$ cat src/rtl/spi_slave_pkg.sv
// Shared types and constants for the SPI mode-0 responder.
// The state encoding is used by the top-level FSM; cnt_w sizes the bit counter.
package spi_slave_pkg;

  typedef enum logic [1:0] {
    IDLE  = 2'd0,
    LOAD  = 2'd1,
    SHIFT = 2'd2
  } state_t;

  localparam logic SPI_CPOL = 1'b0;
  localparam logic SPI_CPHA = 1'b0;

  // Counter must be able to hold the full word length itself, not just length-1.
  function automatic int cnt_w(input int data_width);
    return $clog2(data_width + 1);
  endfunction

endpackage

$ cat src/rtl/spi_in_sync.sv
// Multi-flop synchronizer for one asynchronous SPI pin, with rise/fall strobes
// derived from a registered copy of the synchronized value.
module spi_in_sync #(
  parameter int STAGES = 2
) (
  input  logic clk,
  input  logic rst_n,
  input  logic i_d,
  output logic o_q,
  output logic o_rise,
  output logic o_fall
);

  logic [STAGES-1:0] r_chain;
  logic              r_prev;

  // Chain resets low so a pin already low at reset release never produces a fall strobe.
  always_ff @(posedge clk or negedge rst_n) begin
    if (!rst_n) begin
      r_chain <= '0;
      r_prev  <= 1'b0;
    end else begin
      r_chain <= {r_chain[STAGES-2:0], i_d};
      r_prev  <= r_chain[STAGES-1];
    end
  end

  assign o_q    = r_chain[STAGES-1];
  assign o_rise = r_chain[STAGES-1] & ~r_prev;
  assign o_fall = ~r_chain[STAGES-1] & r_prev;

endmodule

$ cat src/rtl/spi_slave_responder.sv
// SPI mode-0 responder with oversampled SCLK/SS_n/MOSI, a one-entry tx holding
// register and back-to-back word support under a single slave select.
module spi_slave_responder
  import spi_slave_pkg::*;
#(
  parameter int                    DATA_WIDTH  = 16,
  parameter logic [DATA_WIDTH-1:0] TX_DEFAULT  = '0,
  parameter int                    SYNC_STAGES = 2
) (
  input  logic                  clk_clk,
  input  logic                  reset_reset_n,
  input  logic                  spi_sclk,
  input  logic                  spi_ss_n,
  input  logic                  spi_mosi,
  output logic                  spi_miso,
  output logic                  spi_miso_oe,
  input  logic [DATA_WIDTH-1:0] tx_data,
  input  logic                  tx_valid,
  output logic                  tx_ready,
  output logic [DATA_WIDTH-1:0] rx_data,
  output logic                  rx_valid,
  output logic                  frame_err,
  output logic                  busy
);

  localparam int              CNT_W    = cnt_w(DATA_WIDTH);
  localparam logic [CNT_W-1:0] CNT_FULL = CNT_W'(DATA_WIDTH);

  logic w_sclk_s, w_sclk_rise, w_sclk_fall;
  logic w_ss_s, w_ss_rise, w_ss_fall;
  logic w_mosi_s;
  logic [SYNC_STAGES-1:0] r_mosi_sync;

  state_t r_state, w_state_nxt;

  logic [CNT_W-1:0]      r_cnt;
  logic [DATA_WIDTH-2:0] r_tx_shift;
  logic [DATA_WIDTH-2:0] r_rx_shift;
  logic [DATA_WIDTH-1:0] r_hold;
  logic                  r_hold_full;
  logic                  r_miso, r_miso_oe;
  logic [DATA_WIDTH-1:0] r_rx_data;
  logic                  r_rx_valid, r_frame_err;
  logic                  r_ss_armed;

  logic w_load, w_reload, w_word_start, w_tx_step, w_rx_step, w_exit, w_frame_err, w_accept;
  logic [DATA_WIDTH-1:0] w_tx_next;

  spi_in_sync #(.STAGES(SYNC_STAGES)) u_sync_sclk (
    .clk    (clk_clk),
    .rst_n  (reset_reset_n),
    .i_d    (spi_sclk),
    .o_q    (w_sclk_s),
    .o_rise (w_sclk_rise),
    .o_fall (w_sclk_fall)
  );

  spi_in_sync #(.STAGES(SYNC_STAGES)) u_sync_ss (
    .clk    (clk_clk),
    .rst_n  (reset_reset_n),
    .i_d    (spi_ss_n),
    .o_q    (w_ss_s),
    .o_rise (w_ss_rise),
    .o_fall (w_ss_fall)
  );

  always_ff @(posedge clk_clk or negedge reset_reset_n) begin
    if (!reset_reset_n) r_mosi_sync <= '0;
    else                r_mosi_sync <= {r_mosi_sync[SYNC_STAGES-2:0], spi_mosi};
  end
  assign w_mosi_s = r_mosi_sync[SYNC_STAGES-1];

  always_ff @(posedge clk_clk or negedge reset_reset_n) begin
    if (!reset_reset_n) r_state <= IDLE;
    else                r_state <= w_state_nxt;
  end

  // A frame only starts with SCLK at its idle level; ss_rise always wins over SCLK edges.
  always_comb begin
    w_state_nxt = r_state;
    case (r_state)
      IDLE:    if (w_ss_fall && (w_sclk_s == SPI_CPOL)) w_state_nxt = LOAD;
      LOAD:    w_state_nxt = w_ss_rise ? IDLE : SHIFT;
      SHIFT:   if (w_ss_rise) w_state_nxt = IDLE;
      default: w_state_nxt = IDLE;
    endcase
  end

  always_comb begin
    w_load      = (r_state == LOAD) && !w_ss_rise;
    w_exit      = (r_state != IDLE) && w_ss_rise;
    w_frame_err = (r_state == SHIFT) && w_ss_rise && (r_cnt != '0) && (r_cnt != CNT_FULL);
    w_rx_step   = (r_state == SHIFT) && !w_ss_rise && w_sclk_rise && (r_cnt != CNT_FULL);
    w_reload    = (r_state == SHIFT) && !w_ss_rise && w_sclk_fall && (r_cnt == CNT_FULL);
    w_tx_step   = (r_state == SHIFT) && !w_ss_rise && w_sclk_fall &&
                  (r_cnt != '0) && (r_cnt != CNT_FULL);
    w_word_start = w_load || w_reload;
    w_tx_next    = r_hold_full ? r_hold : TX_DEFAULT;
    w_accept     = tx_valid && !r_hold_full;
  end

  // Word start consumes the entry first; a same-cycle accept then refills it.
  always_ff @(posedge clk_clk or negedge reset_reset_n) begin
    if (!reset_reset_n) begin
      r_hold      <= '0;
      r_hold_full <= 1'b0;
    end else begin
      if (w_word_start) r_hold_full <= 1'b0;
      if (w_accept) begin
        r_hold      <= tx_data;
        r_hold_full <= 1'b1;
      end
    end
  end

  always_ff @(posedge clk_clk or negedge reset_reset_n) begin
    if (!reset_reset_n) begin
      r_cnt       <= '0;
      r_tx_shift  <= '0;
      r_rx_shift  <= '0;
      r_miso      <= 1'b0;
      r_miso_oe   <= 1'b0;
      r_rx_data   <= '0;
      r_rx_valid  <= 1'b0;
      r_frame_err <= 1'b0;
    end else begin
      r_rx_valid  <= 1'b0;
      r_frame_err <= w_frame_err;
      if (w_word_start) begin
        r_tx_shift <= w_tx_next[DATA_WIDTH-2:0];
        r_miso     <= w_tx_next[DATA_WIDTH-1];
        r_rx_shift <= '0;
        r_cnt      <= '0;
      end else if (w_tx_step) begin
        r_miso     <= r_tx_shift[DATA_WIDTH-2];
        r_tx_shift <= {r_tx_shift[DATA_WIDTH-3:0], 1'b0};
      end
      if (w_load) r_miso_oe <= 1'b1;
      if (w_rx_step) begin
        r_rx_shift <= {r_rx_shift[DATA_WIDTH-3:0], w_mosi_s};
        r_cnt      <= r_cnt + 1'b1;
        if (r_cnt == CNT_FULL - 1'b1) begin
          r_rx_data  <= {r_rx_shift, w_mosi_s};
          r_rx_valid <= 1'b1;
        end
      end
      if (w_exit) begin
        r_miso_oe <= 1'b0;
        r_miso    <= 1'b0;
        r_cnt     <= '0;
      end
    end
  end

  // busy stays low until SS_n has been seen high once, so a frame in flight at reset release is ignored.
  always_ff @(posedge clk_clk or negedge reset_reset_n) begin
    if (!reset_reset_n)  r_ss_armed <= 1'b0;
    else if (w_ss_s)     r_ss_armed <= 1'b1;
  end

  assign busy        = r_ss_armed & ~w_ss_s;
  assign tx_ready    = ~r_hold_full;
  assign spi_miso    = r_miso;
  assign spi_miso_oe = r_miso_oe;
  assign rx_data     = r_rx_data;
  assign rx_valid    = r_rx_valid;
  assign frame_err   = r_frame_err;

endmodule

$ cat config.mk
export PLATFORM = sky130hd
export DESIGN_NAME = spi_slave_responder
export DESIGN_NICKNAME = d
export VERILOG_FILES = /design/src/rtl/spi_slave_pkg.sv /design/src/rtl/spi_in_sync.sv /design/src/rtl/spi_slave_responder.sv
export SDC_FILE = /design/constraint.sdc
export NUM_CORES = 1
export LEC_CHECK = 0
export CAP_MARGIN = 25
export CORE_ASPECT_RATIO = 0.7
export CORE_UTILIZATION = 40
export DETAILED_ROUTE_END_ITERATION = 10
export GPL_TIMING_DRIVEN = 0
export HOLD_SLACK_MARGIN = 0.05
export MAX_ROUTING_LAYER = met4
export SKIP_LAST_GASP = 1
export SLEW_MARGIN = 20
export SYNTH_ARGS = -nofsm -noshare
export SYNTH_HDL_FRONTEND = slang
export SYNTH_SLANG_ARGS = --single-unit
$ cat constraint.sdc
create_clock -name clk_clk -period 1.9 [get_ports clk_clk]
set_input_delay 0.475 -clock clk_clk [delete_from_list [all_inputs] [get_ports clk_clk]]
set_output_delay 0.475 -clock clk_clk [all_outputs]
set_load 0.05 [all_outputs]
==> impl_metrics.py <==
metrics = {
    "finish": {
        "postLayoutCellArea_um2": 4440,
        "final_nets": 329,
        "n_antenna_cell": 0,
        "fillerInstances": 653,
        "fin_util_pct": 55.5,
        "area_growth_pct": 32.3,
        "final_layout_size_suffix_gt1_share_pct": 35.3,
    },
    "routing": {
        "dr.pass1.iters": 4,
        "wl_met3_um": 219,
        "wire_per_inst_um": 15.3,
        "maxUsedRoutingLayer": "met4",
        "wl_met1_mm": 3.41,
        "vias_per_cell": 5.10,
        "initialDrtViolationCount": 71,
        "vias": 2089,
        "antenna_left": 0,
        "wl_met2_mm": 2.60,
        "postRouteWirelength_mm": 6.26,
        "drt_drc_violations_left": 0,
    },
    "clock_tree": {
        "cts.htree.levels": 3,
        "cts_buffers": 9,
        "ctsHoldBuffers": 0,
        "clock_latency_ps": 330,
        "clkSlewWorstSetupHoldPaths_ps": 60,
        "cts_root_buf": "clkbuf_16",
        "cts_tree": "done",
        "cts.sinks": 83,
        "cts_buffer_depth": 2,
    },
    "yosys": {
        "yosys_register_bits": 83,
        "synth.area.top_cells": "dfrtp_1, mux2_2, a221o_2",
        "synth_cells": 236,
        "synth.avg_cell_area_um2": 14.2,
        "ys_seq_area_share_pct": 61.8,
        "syn-cell-area_um2": 3360,
        "synth_cell_types": 37,
        "netlist.top_cell.by_area": "dfrtp_1",
        "yosys_warnings": 0,
        "yosys.area.top_type_share_pct": 61.8,
        "syn_nets": 261,
    },
    "timing": {
        "min_period_over_period_pct": 103,
        "setup_ws_ps": -55.3,
        "min_period_ps": 1960,
        "grt_setup_unrepaired": "true",
        "setup_violations": 17,
        "drv_slew": 0,
        "max_freq_mhz": 511,
        "final.setup.tns_ps": -537,
        "worst_hold_slack_ps": 89.4,
        "finalHoldViolations": 0,
        "worst_slew_pin_slew_ps": 496,
        "skew_ps": 7.62,
        "max_slew_margin_pct": 67.1,
    },
    "worst_setup_path": {
        "required_ps": 2160,
        "reg2reg_depth": 7,
        "cp-start-kind": "flip-flop",
        "crit_path_end_kind": "flip-flop",
        "crit_chain": "inv_1 > ha_2 > and4bb_4 > or4b_4 > a21oi_4 > buf_6 > a221o_2",
        "critPathMaxFanout": 5,
        "max_stage_delay_ps": 490,
        "worstSetupPathType": "reg2reg",
        "cp_slowest_cell": "or4b_4",
        "crit_family": "simple AND/OR/NAND/NOR gates",
        "cp.arrival_ps": 2220,
        "worst-path-buf-inv": 2,
        "cp.depth": 7,
    },
    "worst_hold_path": {
        "hp-class": "in2async",
    },
    "grt": {
        "antenna_found_initial": 0,
        "grt_pass1_wl_mm": 10.8,
        "grt.overflow.total": 0,
        "gr-usage-all-layers_pct": 16.3,
        "grt_start_max_net_pins": 54,
        "grt_pass1_vias": 2075,
    },
    "die": {
        "die_y_um": 78.7,
        "fp.coreArea_um2": 8010,
        "ioPinCount": 44,
        "floorplan.initialDensity_pct": 42.0,
        "num_rows": 27,
        "die-area_um2": 8780,
        "die_w_um": 112,
    },
    "placement": {
        "place_area_um2": 3940,
        "dp_hpwl_mm": 4.05,
        "gp_congestion": 0.700,
        "portBuffers": 43,
    },
    "pwr": {
        "share_clk_of_total_power_pct": 35.1,
        "pwr-share-comb_pct": 15.1,
        "p_per_area_nw_per_um2": 1040,
        "p_int_mw": 3.49,
        "total_power_mw": 4.63,
        "peakVddDrop_v": 0.000531,
        "leakage_nw": 2.10,
        "switching_share_pct": 24.6,
        "p_seq_share_pct": 49.9,
        "p_sw_mw": 1.14,
    },
    "status": {
        "status": "finished with violations",
        "violations": "negative setup slack",
    },
    "run": {
        "maxCapViolCount": 0,
    },
}
[layout by cell type (no fill, tap or decap), types with 5 or more instances in the layout]
master,netlist,layout
a221o_2,14,14
a22o_1,17,17
and2_1,16,16
buf_4,0,8
buf_6,4,9
clkbuf_16,0,10
clkbuf_2,0,6
clkdlybuf4s50_1,0,20
dfrtp_1,83,83
dlygate4sd2_1,0,20
inv_1,8,8
mux2_2,33,33
nand2_1,6,6
nand2b_1,5,5
[path summary, 6_finish.rpt]
kind	endpoint	startpoint	slack, ps
setup / recovery	r_tx_shift[9]	r_cnt[0]	-60
hold / removal	r_hold[11]	reset_reset_n	90
setup reg to reg	r_tx_shift[9]	r_cnt[0]	-60
hold reg to reg	u_sync_ss.r_chain[1]	u_sync_ss.r_chain[0]	350
max in group asynchronous	r_rx_shift[14]	reset_reset_n	1220
min in group clk_clk	u_sync_ss.r_chain[1]	u_sync_ss.r_chain[0]	350
[cell usage after synthesis]
cell / n
a22o_2: 1
a21oi_4: 1
buf_1: 1
nor3b_1: 1
a22oi_1: 2
and4bb_4: 1
nor2_1: 5
o21a_1: 1
nor2b_1: 4
clkbuf_1: 4
nor4_1: 2
nor3_1: 1
a21oi_1: 4
o21ai_0: 4
nor4bb_1: 2
inv_1: 8
nor4_4: 1
or2_2: 1
nand2b_2: 1
buf_2: 1
buf_6: 4
and2_1: 16
and3_2: 1
ha_1: 3
mux2i_1: 2
nand2_1: 6
a2111oi_2: 1
o31a_1: 1
nand3_1: 1
a221o_2: 14
nand2_2: 1
dfrtp_1: 83
a22o_1: 17
a21o_1: 1
nand2b_1: 5
or4b_4: 1
mux2_2: 33
[stage by stage]
stage / std cells / setup slack (ps)
floorplan: 236 / 1.71
global placement: 380 / -2680
detailed placement: 381 / -637
CTS: 407 / -59.6
global route: 410 / -112
finish: 410 / -55.3
[area by class of cell]
cell class | count | area (um2) | area share, %
Timing Repair Buffer | 57 | 554 | 12.5
Multi-Input combinational cell | 135 | 1270 | 28.7
Tap cell | 101 | 126 | 2.84
Buffer | 10 | 90.1 | 2.03
Inverter | 8 | 30.0 | 0.676
Sequential cell | 83 | 2080 | 46.7
Clock buffer | 11 | 253 | 5.69
Clock inverter | 5 | 37.5 | 0.845
[worst reg2reg max path, stage by stage (launching register included)]
cell and delay (ps):
dfrtp_1 380, inv_1 60, ha_2 170, and4bb_4 250, or4b_4 490, a21oi_4 240
buf_6 170, a221o_2 140
[logic make-up (layout without fill, tap and decap cells)]
kind of cell	count (synthesis)	in the layout	synth area share, %
compound gates	47	47	12.7
fa+ha+maj	3	3	1.12
buf+inv	18	91	2.94
flops	83	83	61.8
mux	35	35	11.7
simple gates	50	50	9.76
[metal layers]
| metal | GRT usage, % | vias up |
|---|---|---|
| met2 | 21.3 | 39 |
| met3 | 4.32 | 2 |
| met1 | 24.6 | 1047 |
| met4 | 4.05 | 0 |
| met5 | - | - |
| li1 | - | 1001 |
[registers in the layout (all words and copies together) (netlist names), 2 cells and up]
name,cells
r_mosi_sync,2
r_cnt,5
r_tx_shift,15
r_hold,16
u_sync_ss.r_chain,2
r_state,2
r_rx_shift,15
rx_data,16
u_sync_sclk.r_chain,2
[repair_timing]
action                                  CTS  global route
buffers inserted                          9             2
pin swaps                                19             2
endpoints found under the setup margin   84            44
resized for setup                        41            16
cloned                                    1             1
[power by group through the flow]
stage | logic [mW] | registers [mW] | clock network, mW
finish | 0.698 | 2.31 | 1.62
floorplan | 0.448 | 2.30 | 0
global route | 0.767 | 2.36 | 1.77
detailed placement | 0.659 | 2.33 | 0
global placement | 0.631 | 2.33 | 0
CTS | 0.694 | 2.31 | 1.68
Note: power is estimated with default switching activity, not from simulation.
